<file path="src/rtl/nav_pkg.sv">
// Shared definitions for the rover navigation sequencer: state encoding,
// default location geometry and location field helpers.
package nav_pkg;

  localparam int unsigned R_W_DEF  = 8;
  localparam int unsigned TH_W_DEF = 4;

  typedef enum logic [3:0] {
    ST_IDLE        = 4'd0,
    ST_RANGE1      = 4'd1,
    ST_SETTLE1     = 4'd2,
    ST_PROBE_TX    = 4'd3,
    ST_PROBE_WAIT  = 4'd4,
    ST_RANGE2      = 4'd5,
    ST_SETTLE2     = 4'd6,
    ST_ORIENT_HEAD = 4'd7,
    ST_ORIENT_TGT  = 4'd8,
    ST_PATH        = 4'd9,
    ST_CMD_TX      = 4'd10,
    ST_MOVE_WAIT   = 4'd11,
    ST_RANGE3      = 4'd12,
    ST_CHECK       = 4'd13
  } nav_state_e;

  // Radial (distance) field of a location or command, zero-extended.
  function automatic logic [31:0] loc_r(input logic [31:0] loc, input int unsigned r_w);
    return loc & ((32'd1 << r_w) - 32'd1);
  endfunction

  // Angle field of a location or command, zero-extended.
  function automatic logic [31:0] loc_th(input logic [31:0] loc, input int unsigned r_w,
                                         input int unsigned th_w);
    return (loc >> r_w) & ((32'd1 << th_w) - 32'd1);
  endfunction

endpackage

</file>
<file path="src/rtl/nav_delay_timer.sv">
// Loadable down-counter shared by all timed states; done_c marks the last
// cycle of a delay (a load of 0 or 1 both give a one-cycle delay).
module nav_delay_timer #(
  parameter int unsigned W = 8
) (
  input  logic         clk,
  input  logic         rst_n,
  input  logic         load,
  input  logic [W-1:0] load_val,
  output logic         done_c
);

  logic [W-1:0] cnt_q;

  always_ff @(posedge clk or negedge rst_n) begin
    if (!rst_n) begin
      cnt_q <= '0;
    end else if (load) begin
      cnt_q <= load_val;
    end else if (cnt_q != '0) begin
      cnt_q <= cnt_q - W'(1);
    end
  end

  assign done_c = (cnt_q <= W'(1));

endmodule

</file>
<file path="src/rtl/nav_sequencer.sv">
// Rover navigation sequencer: ranges, probes heading with a fixed move, then
// iterates orient/path/move/check until the target is reached or retries run out.
module nav_sequencer
  import nav_pkg::*;
#(
  parameter int unsigned R_W              = R_W_DEF,
  parameter int unsigned TH_W             = TH_W_DEF,
  parameter int unsigned SETTLE_CYCLES    = 27000000,
  parameter int unsigned SEND_CYCLES      = 27000000,
  parameter int unsigned MOVE_UNIT_CYCLES = 27000000,
  parameter logic [R_W+TH_W-1:0] PROBE_CMD = 'h002,
  parameter int unsigned MAX_ITER         = 4
) (
  input  logic                          clock,
  input  logic                          reset,
  input  logic                          enable,
  input  logic                          abort,
  input  logic [R_W+TH_W-1:0]           target_location,
  input  logic [R_W+TH_W-1:0]           rover_location,
  output logic                          run_ultrasound,
  input  logic                          ultrasound_done,
  output logic                          orient_req,
  output logic [R_W+TH_W-1:0]           orient_from,
  output logic [R_W+TH_W-1:0]           orient_to,
  input  logic                          orient_done,
  input  logic [4:0]                    orient_result,
  output logic                          path_req,
  input  logic                          path_done,
  input  logic [R_W+TH_W-1:0]           path_cmd,
  output logic                          cmp_req,
  input  logic                          cmp_done,
  input  logic                          cmp_equal,
  output logic [R_W+TH_W-1:0]           move_command,
  output logic                          transmit_ir,
  output logic [4:0]                    orientation,
  output logic                          busy,
  output logic                          reached_target,
  output logic                          failed,
  output logic [$clog2(MAX_ITER+1)-1:0] iter_count,
  output logic [3:0]                    state
);

  localparam int unsigned L     = R_W + TH_W;
  localparam int unsigned IT_W  = $clog2(MAX_ITER + 1);
  localparam int unsigned FLD_W = (R_W > TH_W) ? R_W : TH_W;
  localparam int unsigned DLY_W = $clog2(MOVE_UNIT_CYCLES) + FLD_W + 1;
  localparam int unsigned SET_W = $clog2(SETTLE_CYCLES + 1);
  localparam int unsigned SND_W = $clog2(SEND_CYCLES + 1);
  localparam int unsigned TM1_W = (DLY_W > SET_W) ? DLY_W : SET_W;
  localparam int unsigned TMR_W = (TM1_W > SND_W) ? TM1_W : SND_W;

  nav_state_e state_q, state_d;
  logic [L-1:0]     loc_a_q, loc_a_d, loc_b_q, loc_b_d;
  logic [L-1:0]     from_q, from_d, to_q, to_d, cmd_q, cmd_d;
  logic [4:0]       orient_q, orient_d, bearing_q, bearing_d;
  logic [IT_W-1:0]  iter_q, iter_d;
  logic             reached_q, reached_d, failed_q, failed_d;
  logic             run_us_q, run_us_d, oreq_q, oreq_d, preq_q, preq_d, creq_q, creq_d;
  logic             tx_q, tx_d, busy_q, busy_d;
  logic             tmr_load, tmr_done;
  logic [TMR_W-1:0] tmr_val;

  // Travel time of a command: unit time times (distance + angle), never truncated.
  function automatic logic [TMR_W-1:0] move_delay(input logic [L-1:0] cmd);
    logic [31:0] units;
    units = loc_r(32'(cmd), R_W) + loc_th(32'(cmd), R_W, TH_W);
    return TMR_W'(MOVE_UNIT_CYCLES) * TMR_W'(units);
  endfunction

  nav_delay_timer #(.W(TMR_W)) u_timer (
    .clk      (clock),
    .rst_n    (reset),
    .load     (tmr_load),
    .load_val (tmr_val),
    .done_c   (tmr_done)
  );

  always_ff @(posedge clock or negedge reset) begin
    if (!reset) state_q <= ST_IDLE;
    else        state_q <= state_d;
  end

  always_ff @(posedge clock or negedge reset) begin
    if (!reset) begin
      loc_a_q <= '0; loc_b_q <= '0; from_q <= '0; to_q <= '0; cmd_q <= '0;
      orient_q <= '0; bearing_q <= '0; iter_q <= '0;
      reached_q <= 1'b0; failed_q <= 1'b0;
      run_us_q <= 1'b0; oreq_q <= 1'b0; preq_q <= 1'b0; creq_q <= 1'b0;
      tx_q <= 1'b0; busy_q <= 1'b0;
    end else begin
      loc_a_q <= loc_a_d; loc_b_q <= loc_b_d; from_q <= from_d; to_q <= to_d; cmd_q <= cmd_d;
      orient_q <= orient_d; bearing_q <= bearing_d; iter_q <= iter_d;
      reached_q <= reached_d; failed_q <= failed_d;
      run_us_q <= run_us_d; oreq_q <= oreq_d; preq_q <= preq_d; creq_q <= creq_d;
      tx_q <= tx_d; busy_q <= busy_d;
    end
  end

  always_comb begin
    state_d   = state_q;
    loc_a_d   = loc_a_q;
    loc_b_d   = loc_b_q;
    from_d    = from_q;
    to_d      = to_q;
    cmd_d     = cmd_q;
    orient_d  = orient_q;
    bearing_d = bearing_q;
    iter_d    = iter_q;
    reached_d = reached_q;
    failed_d  = failed_q;
    run_us_d  = 1'b0;
    oreq_d    = 1'b0;
    preq_d    = 1'b0;
    creq_d    = 1'b0;
    tmr_load  = 1'b0;
    tmr_val   = '0;

    if (abort) begin
      state_d = ST_IDLE;
    end else begin
      unique case (state_q)
        ST_IDLE: if (enable) begin
          reached_d = 1'b0; failed_d = 1'b0; iter_d = '0;
          run_us_d = 1'b1; state_d = ST_RANGE1;
        end
        ST_RANGE1: if (ultrasound_done) begin
          tmr_load = 1'b1; tmr_val = TMR_W'(SETTLE_CYCLES); state_d = ST_SETTLE1;
        end
        ST_SETTLE1: if (tmr_done) begin
          loc_a_d = rover_location; cmd_d = PROBE_CMD;
          tmr_load = 1'b1; tmr_val = TMR_W'(SEND_CYCLES); state_d = ST_PROBE_TX;
        end
        ST_PROBE_TX: if (tmr_done) begin
          tmr_load = 1'b1; tmr_val = move_delay(cmd_q); state_d = ST_PROBE_WAIT;
        end
        ST_PROBE_WAIT: if (tmr_done) begin
          run_us_d = 1'b1; state_d = ST_RANGE2;
        end
        ST_RANGE2: if (ultrasound_done) begin
          tmr_load = 1'b1; tmr_val = TMR_W'(SETTLE_CYCLES); state_d = ST_SETTLE2;
        end
        // loc_a is already current here: set at SETTLE1 or shifted in CHECK.
        ST_SETTLE2: if (tmr_done) begin
          loc_b_d = rover_location; from_d = loc_a_q; to_d = rover_location;
          oreq_d = 1'b1; state_d = ST_ORIENT_HEAD;
        end
        ST_ORIENT_HEAD: if (orient_done) begin
          orient_d = orient_result; from_d = loc_b_q; to_d = target_location;
          oreq_d = 1'b1; state_d = ST_ORIENT_TGT;
        end
        ST_ORIENT_TGT: if (orient_done) begin
          bearing_d = orient_result; preq_d = 1'b1; state_d = ST_PATH;
        end
        ST_PATH: if (path_done) begin
          cmd_d = path_cmd; tmr_load = 1'b1; tmr_val = TMR_W'(SEND_CYCLES); state_d = ST_CMD_TX;
        end
        ST_CMD_TX: if (tmr_done) begin
          tmr_load = 1'b1; tmr_val = move_delay(cmd_q); state_d = ST_MOVE_WAIT;
        end
        ST_MOVE_WAIT: if (tmr_done) begin
          run_us_d = 1'b1; state_d = ST_RANGE3;
        end
        ST_RANGE3: if (ultrasound_done) begin
          creq_d = 1'b1; state_d = ST_CHECK;
        end
        ST_CHECK: if (cmp_done) begin
          if (cmp_equal) begin
            reached_d = 1'b1; state_d = ST_IDLE;
          end else if ((IT_W+1)'(iter_q) + (IT_W+1)'(1) == (IT_W+1)'(MAX_ITER)) begin
            failed_d = 1'b1; state_d = ST_IDLE;
          end else begin
            iter_d = iter_q + IT_W'(1); loc_a_d = loc_b_q;
            tmr_load = 1'b1; tmr_val = TMR_W'(SETTLE_CYCLES); state_d = ST_SETTLE2;
          end
        end
        default: state_d = ST_IDLE;
      endcase
    end

    tx_d   = (state_d == ST_PROBE_TX) || (state_d == ST_CMD_TX);
    busy_d = (state_d != ST_IDLE);
  end

  // The bearing feeds the path helper's context; it must be defined whenever PATH runs.
  assert property (@(posedge clock) disable iff (!reset)
                   (state_q == ST_PATH) |-> !$isunknown(bearing_q));

  assign run_ultrasound = run_us_q;
  assign orient_req     = oreq_q;
  assign orient_from    = from_q;
  assign orient_to      = to_q;
  assign path_req       = preq_q;
  assign cmp_req        = creq_q;
  assign move_command   = cmd_q;
  assign transmit_ir    = tx_q;
  assign orientation    = orient_q;
  assign busy           = busy_q;
  assign reached_target = reached_q;
  assign failed         = failed_q;
  assign iter_count     = iter_q;
  assign state          = state_q;

endmodule

</file>
<file path="config.mk">
export PLATFORM = sky130hd
export DESIGN_NAME = nav_sequencer
export DESIGN_NICKNAME = d
export VERILOG_FILES = /design/src/rtl/nav_pkg.sv /design/src/rtl/nav_delay_timer.sv /design/src/rtl/nav_sequencer.sv
export SDC_FILE = /design/constraint.sdc
export NUM_CORES = 1
export LEC_CHECK = 0
export ABC_AREA = 1
export BUFFER_PORTS_ARGS = -buffer_cell sky130_fd_sc_hd__buf_4
export CORE_MARGIN = 2
export CORE_UTILIZATION = 55
export CTS_CLUSTER_SIZE = 25
export DETAILED_ROUTE_END_ITERATION = 12
export GPL_ROUTABILITY_DRIVEN = 0
export PLACE_DENSITY = 0.8
export SLEW_MARGIN = 25
export SYNTH_ARGS = -nofsm -noshare
export SYNTH_HDL_FRONTEND = slang
export SYNTH_SLANG_ARGS = --single-unit
</file>
<file path="constraint.sdc">
create_clock -name clock -period 9.8 [get_ports clock]
set_input_delay 2.94 -clock clock [delete_from_list [all_inputs] [get_ports clock]]
set_output_delay 2.94 -clock clock [all_outputs]
set_load 0.02 [all_outputs]
</file>
==> flow_metrics.tcl, run 1 <==
set metrics [dict create \
    netlist.area_leader.share 0.294 \
    cp_num_buf_inv 5 \
    hpwl_um 19200 \
    antenna_found_initial 0 \
    cts.clk_slew.worst_paths_ns 0.06 \
    max-vdd-ir-drop_v 0.000412 \
    synth_top_family_by_area "simple AND/OR/NAND/NOR gates" \
    fin_setup_tns_ns 0 \
    wl_met2_um 11600 \
    die_x_um 137 \
    synth_area_per_cell_um2 7.63 \
    synth_nets 1443 \
    yosysTopAreaCell "dfrtp_1" \
    rsz0062_at_grt "no" \
    synth_area_leaders "dfrtp_1 29%, nand2_1 11%, ha_1 9.9%" \
    ctsHoldBuffers 0 \
    skew_ns 0.0141 \
    grt_pass1_vias 8677 \
    drv_slew 0 \
    htree_levels 4 \
    core-area_mm2 0.0173 \
    first_iter_violations 713 \
    maxClockFrequency_mhz 167 \
    avgRoutedWirePerCell_um 15.6 \
    final_cell_mix "275 x nand2_1, 186 x inv_1, 133 x nor2_1" \
    dpl_cell_area_mm2 0.0107 \
    met1_length_um 11000 \
    start_util 0.561 \
    slowest_delay_ns 0.58 \
    syn_to_final_growth_pct 16.2 \
    vias_per_cell 5.52 \
    p_per_area_mw_per_mm2 369 \
    ys_warn_count 0 \
    drive_above_1_share 0.145 \
    drc 0 \
    synth-seq-area-share 0.294 \
    cts_tree "built" \
    grt_usage 0.282 \
    required_ns 10.13 \
    ctsResizeCount 0 \
    final_common_cell "nand2_1" \
    clock_latency_ns 0.42 \
    finalCriticalPeriod_ns 5.98 \
    p_leak_nw 5.93 \
    multiInputGateArea_mm2 0.00597 \
    worstMarginPinSlew_ns 1.02 \
    route.antenna.remaining_nets 0 \
    fin_nets 1543 \
    synthMuxAreaShare 0.00696 \
    cts-root-buf "clkbuf_16" \
    synth_top_flop_cell "dfrtp_1" \
    yosysUniqueCellTypes 52 \
    critPathKind "reg2reg" \
    path_delay_family "adder cells" \
    power_mw 4.16 \
    hold_viol 0 \
    wl_met3_um 2010 \
    grt_max_degree 83 \
    cts_sinks 114 \
    portBuffers 105 \
    synth_fa_ha_area_frac 0.192 \
    crit_top_cell "nand2_1" \
    grt-ovfl-total 0 \
    grt_pass1_wl_um 41800 \
    io_pins 106 \
    n_antenna_cell 0 \
    fin_hold_ws_ns 0.484 \
    post_cts_buffers 0 \
    syn_inst 1271 \
    final-instance-count-excl-fill 1609 \
    crit_path_max_fanout 6 \
    finalWirelength_um 25200 \
    vias 8888 \
    period_share 0.611 \
    dr.pass1.iters 6 \
    synth_compound_area_frac 0.114 \
    final_area_mm2 0.0113 \
    row_count 48 \
    syn_area_mm2 0.00970 \
    crit_slowest_cell "fa_1" \
    setup.worst_path.start_class "register" \
    dieArea_mm2 0.0187 \
    outcome "finished, final reports clean" \
    placed_cells 1577 \
    synth_xor_area_frac 0.0459 \
    async_flop_share 1.00 \
    top_layer_used "met4" \
    fillers 1452 \
    cp_data_arrival_time_ns 6.32 \
    ys_ff_latch 114 \
    setup_violations 0 \
    die_h_um 137 \
    cts-buffers-inserted 17 \
    worstSetupEndpointType "register" \
    hold_class "reg2reg" \
    clk_path_buf_depth 2 \
    synth-edff-count 0 \
    maxCapViolations 0 \
    register_area_mm2 0.00285 \
    slew_headroom 0.318 \
    synth-simple-area-share 0.257 \
]
[sequential cells by signal (all words and copies together) (netlist names)]
signal          flops
reached_target      1
cmp_req             1
run_ultrasound      1
transmit_ir         1
loc_b_q            12
state               4
orientation         5
path_req            1
loc_a_q            12
busy                1
move_command       12
failed              1
orient_to          12
u_timer.cnt_q      34
orient_from        12
iter_count          3
orient_req          1
[metal layers]
layer,global-route usage,vias up
li1,-,4302
met1,0.384,4153
met3,0.0600,50
met5,0,-
met4,0.0945,0
met2,0.449,383
[worst reg2reg max path, cell delays in order, from the launching register on]
cell and delay [ns]:
dfrtp_1 0.39, ha_1 0.35, nand3_1 0.12, nand2_1 0.09
nand2_1 0.07, a21oi_1 0.32, nand2_1 0.09, nor2_1 0.13
xor2_1 0.20, inv_1 0.17, fa_1 0.58, inv_1 0.14
fa_1 0.51, fa_1 0.56, inv_1 0.06, fa_1 0.57
inv_1 0.06, ha_1 0.38, nand2_1 0.12, inv_1 0.07
nand2_1 0.08, nor3_1 0.22, nand2_1 0.09, nand3_1 0.09
o21ai_0 0.07, a21oi_1 0.21, nor2_1 0.06, nor2_1 0.11
[kinds of logic after synthesis]
group                      Yosys count
AOI/OAI and AO/OA                  195
xor gates and xnor gates            50
adders and majority gates          122
buffers and inverters              222
DFF                                114
muxes                                6
and+or+nand+nor                    562
[report_power, final]
| group | switching, mW | internal, mW |
|---|---|---|
| registers | 0.0798 | 0.557 |
| logic | 1.83 | 1.06 |
| clock network | 0.254 | 0.383 |
| total | 2.16 | 2.00 |
[cells in the mapped netlist, types with 13 or more instances]
cell / instances
o21ai_0: 68
nand2_1: 275
fa_1: 45
inv_1: 186
nor3_1: 13
a21oi_1: 63
xor2_1: 21
dfrtp_1: 114
nand3_1: 72
nor2_1: 133
xnor2_1: 28
clkbuf_1: 16
ha_1: 77
a31oi_1: 24
nand4_1: 19
[path summary, 6_finish.rpt]
check | from | endpoint | slack [ns] | depth (start not counted)
worst min register to register | loc_a_q[3] | loc_a_q[3] | 0.48 | 2
min in group asynchronous | reset | u_timer.cnt_q[31] | 2.47 | 1
worst min-delay path | loc_a_q[3] | loc_a_q[3] | 0.48 | 2
worst max-delay path | move_command[2] | u_timer.cnt_q[23] | 3.82 | 27
worst max register to register | move_command[2] | u_timer.cnt_q[23] | 3.82 | 27
max in group asynchronous | reset | path_req | 6.25 | 2
[layout make-up]
cell class / count / area share
inverter: 192 / 0.0639
clock inverter: 15 / 0.0155
sequential: 114 / 0.253
multi-input combinational: 935 / 0.530
timing repair buffer: 111 / 0.0749
tap: 225 / 0.0250
clock buffer: 17 / 0.0377
[stage by stage]
stage,worst slack [ns],utilization
floorplan,4.29,-
global placement,3.99,0.616
detailed placement,3.88,0.617
CTS,3.82,0.652
global route,3.26,0.652
finish,3.82,0.652
Power figures use the tool's default switching activity.
==> inputs of run 2 (changes only) <==
==> constraint.sdc (replaced) <==
create_clock -name clock -period 5.8 [get_ports clock]
set_input_delay 1.74 -clock clock [delete_from_list [all_inputs] [get_ports clock]]
set_output_delay 1.74 -clock clock [all_outputs]
set_load 0.02 [all_outputs]
==> flow_metrics.tcl, run 2 (same netlist as run 1, synthesis figures left out) <==
set metrics [dict create \
    hold_class "reg2reg" \
    final_area_mm2 0.0116 \
    dr.pass1.iters 5 \
    grt_pass1_vias 8788 \
    cts.clk_slew.worst_paths_ns 0.06 \
    final_cell_mix "269 x nand2_1, 184 x inv_1, 124 x nor2_1" \
    r2r_end "u_timer.cnt_q[27]" \
    dpl_cell_area_mm2 0.0107 \
    avgRoutedWirePerCell_um 16.2 \
    final-instance-count-excl-fill 1623 \
    clock_latency_ns 0.42 \
    start_util 0.561 \
    cts-root-buf "clkbuf_16" \
    required_ns 6.12 \
    worstMarginPinSlew_ns 0.943 \
    htree_levels 4 \
    final_common_cell "nand2_1" \
    grt_usage 0.291 \
    r2r-start "move_command[0]" \
    worstSetupEndpointType "register" \
    grt-ovfl-total 0 \
    clk_path_buf_depth 2 \
    maxClockFrequency_mhz 178 \
    row_count 48 \
    slowest_delay_ns 0.60 \
    portBuffers 105 \
    fin_ws_ns 0.176 \
    crit_slowest_cell "fa_1" \
    grt_max_degree 61 \
    cts_sinks 114 \
    ctsHoldBuffers 0 \
    place_ws_ns -0.0433 \
    fin_hold_ws_ns 0.485 \
    crit_chain "ha_1, fa_2, a21oi_1, o21a_1, nor3_1, xor2_1, buf_4, fa_1, inv_2, fa_1, fa_1, inv_1, fa_1, inv_1, ha_2, a21oi_2, o21ai_1, inv_1, nor2_1, nor2_1, nand3_1, nand2_1, nand2_1, a21oi_1" \
    p_leak_nw 5.95 \
    cts-buffers-inserted 17 \
    critPathKind "reg2reg" \
    setup.worst_path.start_class "register" \
    finalCriticalPeriod_ns 5.62 \
    n_antenna_cell 0 \
    skew_ns 0.0187 \
    largest_reg_flops 34 \
    drc 0 \
    first_iter_violations 748 \
    syn_to_final_growth_pct 19.2 \
    worstRegToRegCells 24 \
    top_register "u_timer.cnt_q" \
    p_per_area_mw_per_mm2 669 \
    drv_slew 0 \
    drive_above_1_share 0.191 \
    reg2reg_slack_ns 0.18 \
    outcome "finished, final reports clean" \
    route.antenna.remaining_nets 0 \
    crit_top_cell "fa_1" \
    setup_violations 0 \
    crit_path_max_fanout 5 \
    vias_per_cell 5.65 \
    placed_cells 1588 \
    max-vdd-ir-drop_v 0.000704 \
    slew_headroom 0.370 \
    endpoint "u_timer.cnt_q[27]" \
    core-area_mm2 0.0173 \
    maxCapViolations 0 \
    cts_tree "built" \
    finalWirelength_um 26200 \
    hold_viol 0 \
    period_share 0.970 \
    hpwl_um 19700 \
    grt_pass1_wl_um 42900 \
    dieArea_mm2 0.0187 \
    fin_nets 1557 \
    fillers 1401 \
    final_util 0.669 \
    vias 9165 \
    die_h_um 137 \
    cp_data_arrival_time_ns 5.95 \
    io_pins 106 \
    die_x_um 137 \
    crit_start "move_command[0]" \
    antenna_found_initial 0 \
]
## run 2: what timing repair did
action / CTS / global route
gates resized for setup: 3 / 61
buffers inserted: 0 / 3
pin swaps: 0 / 6
hold endpoints to repair: 0 / 0
setup endpoints to repair: 3 / 18
## run 2: metal layers
metal  vias to the layer above  wire, um  GRT usage
met5                         -         0          0
met4                         0       852      0.103
met3                        79      2110     0.0526
met2                       425     12100      0.466
met1                      4335     11100      0.397
li1                       4326         -          -
## run 2: worst min-delay path by stage
stage,slack [ns],to,cells past startpoint,from
final,0.48,loc_a_q[4],2,loc_a_q[4]
after floorplan,0.45,loc_a_q[0],2,loc_a_q[0]
after detailed placement,0.47,loc_a_q[4],2,loc_a_q[4]
after global routing,0.52,loc_a_q[11],2,loc_a_q[11]
after global placement,0.47,loc_a_q[3],2,loc_a_q[3]
after CTS,0.49,loc_a_q[0],2,loc_a_q[0]
## run 2: cell type report
class	instances	area, um2	share of cell area
Tap cell	225	282	0.0243
Clock inverter	13	123	0.0106
Inverter	192	721	0.0623
Timing Repair Buffer	125	955	0.0825
Multi-Input combinational cell	935	6190	0.535
Sequential cell	114	2850	0.247
Clock buffer	19	443	0.0383
## run 2: metrics by stage
stage | setup TNS, ns | total power, mW
after floorplan | 0 | 4.63
after global routing | -0.129 | 8.35
final | 0 | 7.74
after detailed placement | -0.0433 | 5.82
after global placement | 0 | 5.72
after CTS | 0 | 6.88
## run 2: critical path: cells and delay by family (launching register included)
| kind | cells | cell delay, ns |
|---|---|---|
| adders and majority gates | 7 | 3.11 |
| AOI/OAI and AO/OA | 5 | 0.78 |
| DFF | 1 | 0.40 |
| buffers and inverters | 5 | 0.48 |
| and+or+nand+nor | 6 | 0.58 |
| xor gates and xnor gates | 1 | 0.18 |
## run 2: report_power, final
part	total, mW	switching [mW]	internal, mW
clock network	1.01	0.400	0.605
logic	5.66	3.53	2.13
registers	1.08	0.136	0.941
total	7.74	4.07	3.67
